--- config.mk ---
export PLATFORM = sky130hd
export DESIGN_NAME = pipeline_stall_ctrl
export DESIGN_NICKNAME = d
export VERILOG_FILES = /design/src/rtl/pipeline_stall_ctrl.sv
export SDC_FILE = /design/constraint.sdc
export NUM_CORES = 1
export LEC_CHECK = 0
export CAP_MARGIN = 20
export CORE_ASPECT_RATIO = 1.4
export CORE_MARGIN = 5
export CORE_UTILIZATION = 54
export CTS_CLUSTER_SIZE = 10
export DETAILED_ROUTE_END_ITERATION = 8
export PLACE_DENSITY = 0.94
export SYNTH_ARGS = -nofsm -noshare
export SYNTH_HDL_FRONTEND = slang
export SYNTH_SLANG_ARGS = --single-unit
--- constraint.sdc ---
create_clock -name clk -period 4.91 [get_ports clk]
set_input_delay 0.7365 -clock clk [delete_from_list [all_inputs] [get_ports clk]]
set_output_delay 0.7365 -clock clk [all_outputs]
set_load 0.03 [all_outputs]
--- src/rtl/pipeline_stall_ctrl.sv ---
`default_nettype none
// ============================================================================
// Module      : pipeline_stall_ctrl
// Description : Central stall scheduler merging ID load-use, EX divider and
//               MEM SRAM-wait requests into one per-stage stall bus.
// Revision    : 1.0 - initial release
// ============================================================================
module pipeline_stall_ctrl #(
    parameter int STALL_W    = 6,
    parameter int DIV_CYCLES = 33,
    parameter int CNT_W      = 32
) (
    input  logic               clk,
    input  logic               resetn,
    input  logic               stallreq_id,
    input  logic               ex_div_req,
    input  logic               stallreq_mem,
    output logic [STALL_W-1:0] stall,
    output logic               div_busy,
    output logic               div_done,
    output logic [CNT_W-1:0]   stall_cnt
);

    localparam int c_CW = (DIV_CYCLES > 2) ? $clog2(DIV_CYCLES) : 1;
    localparam logic [c_CW-1:0] c_LOAD = c_CW'(DIV_CYCLES - 2);
    localparam logic [c_CW-1:0] c_ONE  = c_CW'(1);

    localparam logic [STALL_W-1:0] c_STALL_MEM  = STALL_W'(6'b011111);
    localparam logic [STALL_W-1:0] c_STALL_DIV  = STALL_W'(6'b001111);
    localparam logic [STALL_W-1:0] c_STALL_ID   = STALL_W'(6'b000111);
    localparam logic [STALL_W-1:0] c_STALL_NONE = '0;

    localparam logic [1:0] c_IDLE = 2'd0;
    localparam logic [1:0] c_RUN  = 2'd1;
    localparam logic [1:0] c_DONE = 2'd2;

    logic [1:0]         r_state;
    logic [1:0]         w_state_nxt;
    logic [c_CW-1:0]    r_cnt;
    logic [c_CW-1:0]    w_cnt_nxt;
    logic [STALL_W-1:0] w_stall;
    logic               w_div_stall;
    logic [CNT_W-1:0]   r_stall_cnt;

    // The issue cycle stalls too, so RUN only has to cover DIV_CYCLES-2 cycles;
    // with DIV_CYCLES==2 there is no RUN phase at all.
    always_comb begin
        w_state_nxt = r_state;
        w_cnt_nxt   = r_cnt;
        case (r_state)
            c_IDLE: begin
                if (ex_div_req) begin
                    w_cnt_nxt   = c_LOAD;
                    w_state_nxt = (DIV_CYCLES > 2) ? c_RUN : c_DONE;
                end
            end
            c_RUN: begin
                w_cnt_nxt = r_cnt - c_ONE;
                if (r_cnt <= c_ONE) begin
                    w_state_nxt = c_DONE;
                    w_cnt_nxt   = '0;
                end
            end
            c_DONE: begin
                if (!stallreq_mem) begin
                    w_state_nxt = c_IDLE;
                end
            end
            default: begin
                w_state_nxt = c_IDLE;
                w_cnt_nxt   = '0;
            end
        endcase
    end

    always_ff @(posedge clk or negedge resetn) begin
        if (!resetn) begin
            r_state <= c_IDLE;
            r_cnt   <= '0;
        end else begin
            r_state <= w_state_nxt;
            r_cnt   <= w_cnt_nxt;
        end
    end

    assign w_div_stall = (r_state == c_RUN) || ((r_state == c_IDLE) && ex_div_req);

    always_comb begin
        w_stall = c_STALL_NONE;
        if (stallreq_mem) begin
            w_stall = c_STALL_MEM;
        end else if (w_div_stall) begin
            w_stall = c_STALL_DIV;
        end else if (stallreq_id) begin
            w_stall = c_STALL_ID;
        end
    end

    // Requests may be live during reset; the bus must still read all-go.
    assign stall = resetn ? w_stall : c_STALL_NONE;

    always_ff @(posedge clk or negedge resetn) begin
        if (!resetn) begin
            r_stall_cnt <= '0;
        end else if (w_stall[0] && (r_stall_cnt != {CNT_W{1'b1}})) begin
            r_stall_cnt <= r_stall_cnt + CNT_W'(1);
        end
    end

    assign stall_cnt = r_stall_cnt;
    assign div_busy  = (r_state == c_RUN);
    assign div_done  = (r_state == c_DONE);

endmodule
`default_nettype wire

==> impl_metrics.toml <==
[sta]
setup_tns_ns = 0
worst_slew_pin_slew_ns = 0.791
fmax_ghz = 0.308
fin_crit_sh_pct = 66.1
maxSlewHeadroom_pct = 47.0
finalHoldViolCount = 0
skew_ns = 0.00248
finalWorstSetupSlack_ns = 1.66
rsz0062_at_grt = "no"
drv_slew = 0
min_period_ns = 3.25
finalSetupViolCount = 0
timing.hold.ws_ns = 0.497

[detailed_routing]
drc = 0
drt-vias-per-instance = 5.85
wl_mm = 4.50
avgRoutedWirePerCell_um = 16.1
drtIter0Drc = 110
final_antenna_net_count = 0
num_vias = 1632
drtPass1Iterations = 4

[power]
total_power_uw = 1100
pwr-share-clk_pct = 20.2
power.switching_uw = 403
combPwrFrac_pct = 36.5
p_leak_uw = 0.00106
power_density_nw_per_um2 = 425
ir_worst_vdd_mv = 0.387
seqPwrFrac_pct = 43.3
p_sw_share_pct = 36.8
intPower_uw = 693

[clocking]
cts_hold_buf = 0
cts-htree-levels = 2
clock_path_buffers = 2
cts_inserted_buffers = 5
clock_latency_ns = 0.29
cts_tree = "built"
cts-resized-gates = 0
numClockSinks = 40
post-cts-setup-buffer-count = 0
root_buffer = "clkbuf_8"
clk_pin_slew_ns = 0.07

[cells_and_area]
layout-drive-gt1-share_pct = 9.28
final_common_cell = "clkdlybuf4s50_1"
area_growth_pct = 26.0
fin_nets = 244
layout_common_cells = "clkdlybuf4s50_1 (42), dfrtp_1 (40), xnor2_1 (30)"
final.fill_count = 280
antenna_cells = 0
final_area_um2 = 2580
multi_input_area_um2 = 988
regArea_um2 = 1000

[floorplanning]
fp.dieW_um = 62.0
die_h_um = 82.9
fp.coreArea_um2 = 3640
rows = 26
initial_core_util_pct = 56.2
pin_count = 45
die_area_um2 = 5140

[worst_setup_path]
cp_common_cell = "clkdlybuf4s50_1"
path_cells = "clkdlybuf4s50_1, o21ba_2, nor3_2, nor2b_1, clkdlybuf4s50_1"
cp_slowest_cell = "clkdlybuf4s50_1"
cp_data_required_time_ns = 4.17
crit_path_end_kind = "primary output"
crit_path_start_kind = "input pin"
path_class = "input pin to primary output"
path_buf_inv = 2
max_stage_delay_ns = 0.62
path_delay_family = "buffers and inverters"
arrival_ns = 2.51
path_max_fanout = 5

[min_path]
hp-class = "input pin to asynchronous set/reset pin"

[global_route]
grt_pass1_vias = 1758
antenna_found_initial = 0
use_met2_pct = 32.6
grt-ovfl-total = 0
use_met1_pct = 25.3
grt_max_degree = 44
grt_pass1_wl_mm = 8.05
gr-usage-met3_pct = 5.12
top_usage_layer = "met2"
track_usage_pct = 20.4

[synth]
synthDistinctLibCells = 46
ys_warn_count = 0
syn-num-nets = 199
synthCells = 191
synth_seq_area_share_pct = 48.9
synth_area_per_cell_um2 = 10.7
syn_area_um2 = 2050
ys_ff_latch = 40

[placed_design]
port_buffers = 43
gp_congestion = 0.836
place_ws_ns = 1.66
placed_area_um2 = 2490
hpwl_mm = 3.27

[run]
cap_violations = 0

[outcome]
status = "completed"
## path summary, 6_finish.rpt
check	startpoint	to	slack [ns]	cells past startpoint
worst max-delay path	ex_div_req	stall[1]	1.66	5
worst min-delay path	resetn	r_cnt[0]	0.50	2
worst max register to register	stall_cnt[0]	stall_cnt[14]	2.81	6
worst min register to register	stall_cnt[18]	stall_cnt[18]	0.50	1
max in group asynchronous	resetn	r_state[1]	4.05	2
min in group clk	stall_cnt[18]	stall_cnt[18]	0.50	1
## cells in the mapped netlist, drive strengths merged
cell type	n	area share, %
nand4	13	4.0
xor2	1	0.43
nor2b	4	1.2
mux2i	1	0.49
conb	1	0.18
o21ai	3	0.73
nor2	10	1.8
or2	1	0.31
o21a	2	0.73
or3	1	0.31
nand3b	1	0.37
inv	4	0.73
mux2	1	0.55
and4bb	1	0.79
nand2	11	2.0
buf	5	1.9
and2	5	1.7
o31a	1	0.43
or4	1	0.37
nor3	4	1.8
nor4b	1	0.43
a21boi	1	0.37
xnor2	30	13
o32ai	1	0.43
a31oi	1	1.0
and4	3	1.4
nand4b	1	0.43
o21ba	1	0.49
a21oi	2	0.49
a22o	1	0.43
clkbuf	1	0.18
nand3	17	4.2
a41o	1	0.55
nor3b	2	0.73
and3	10	3.2
dfrtp	40	49
o21bai	1	0.37
ha	3	1.8
o22ai	3	0.92
## sequential cells by signal, summed over array words and instances, names as in the netlist
register / count
stall_cnt: 32
r_state: 2
r_cnt: 6
## metal layers
layer	vias to the layer above	share of wire, %
li1	767	-
met1	810	40
met2	45	53
met4	0	2.2
met5	-	0
met3	10	4.9
## through the flow
stage	std cells	util (%)
floorplan	191	-
global placement	271	68.3
detailed placement	271	68.3
CTS	279	70.8
global route	279	70.8
finish	279	70.8
## area by class of cell
class	instances	share of cell area, %
Timing Repair Buffer	44	16.8
Multi-Input combinational cell	141	38.3
Inverter	4	0.582
Tap cell	42	2.04
Clock buffer	8	3.49
Sequential cell	40	38.8
## worst register-to-register path, cell delays in order, from the launching register on
cell	delay, ns
dfrtp_1	0.41
ha_1	0.26
and3_1	0.21
nand2_1	0.07
nor2_1	0.61
nand2_1	0.22
o21a_1	0.22
## power groups by stage
stage / clock [µW] / sequential, µW / combinational (µW)
global route: 242 / 488 / 437
floorplan: 0 / 520 / 215
finish: 222 / 475 / 400
global placement: 0 / 476 / 387
CTS: 228 / 474 / 402
detailed placement: 0 / 480 / 399
## logic make-up (layout without fill, tap and decap cells)
family	count (synthesis)	after routing	share of synthesized area, %
AOI/OAI and AO/OA	18	18	6.97
adders and majority gates	3	3	1.83
buffers and inverters	10	56	2.81
xor gates and xnor gates	31	31	13.3
and+or+nand+nor	86	86	25.0
DFF	40	40	48.9
other	1	1	0.183
muxes	2	2	1.04
Power figures use the tool's default switching activity.
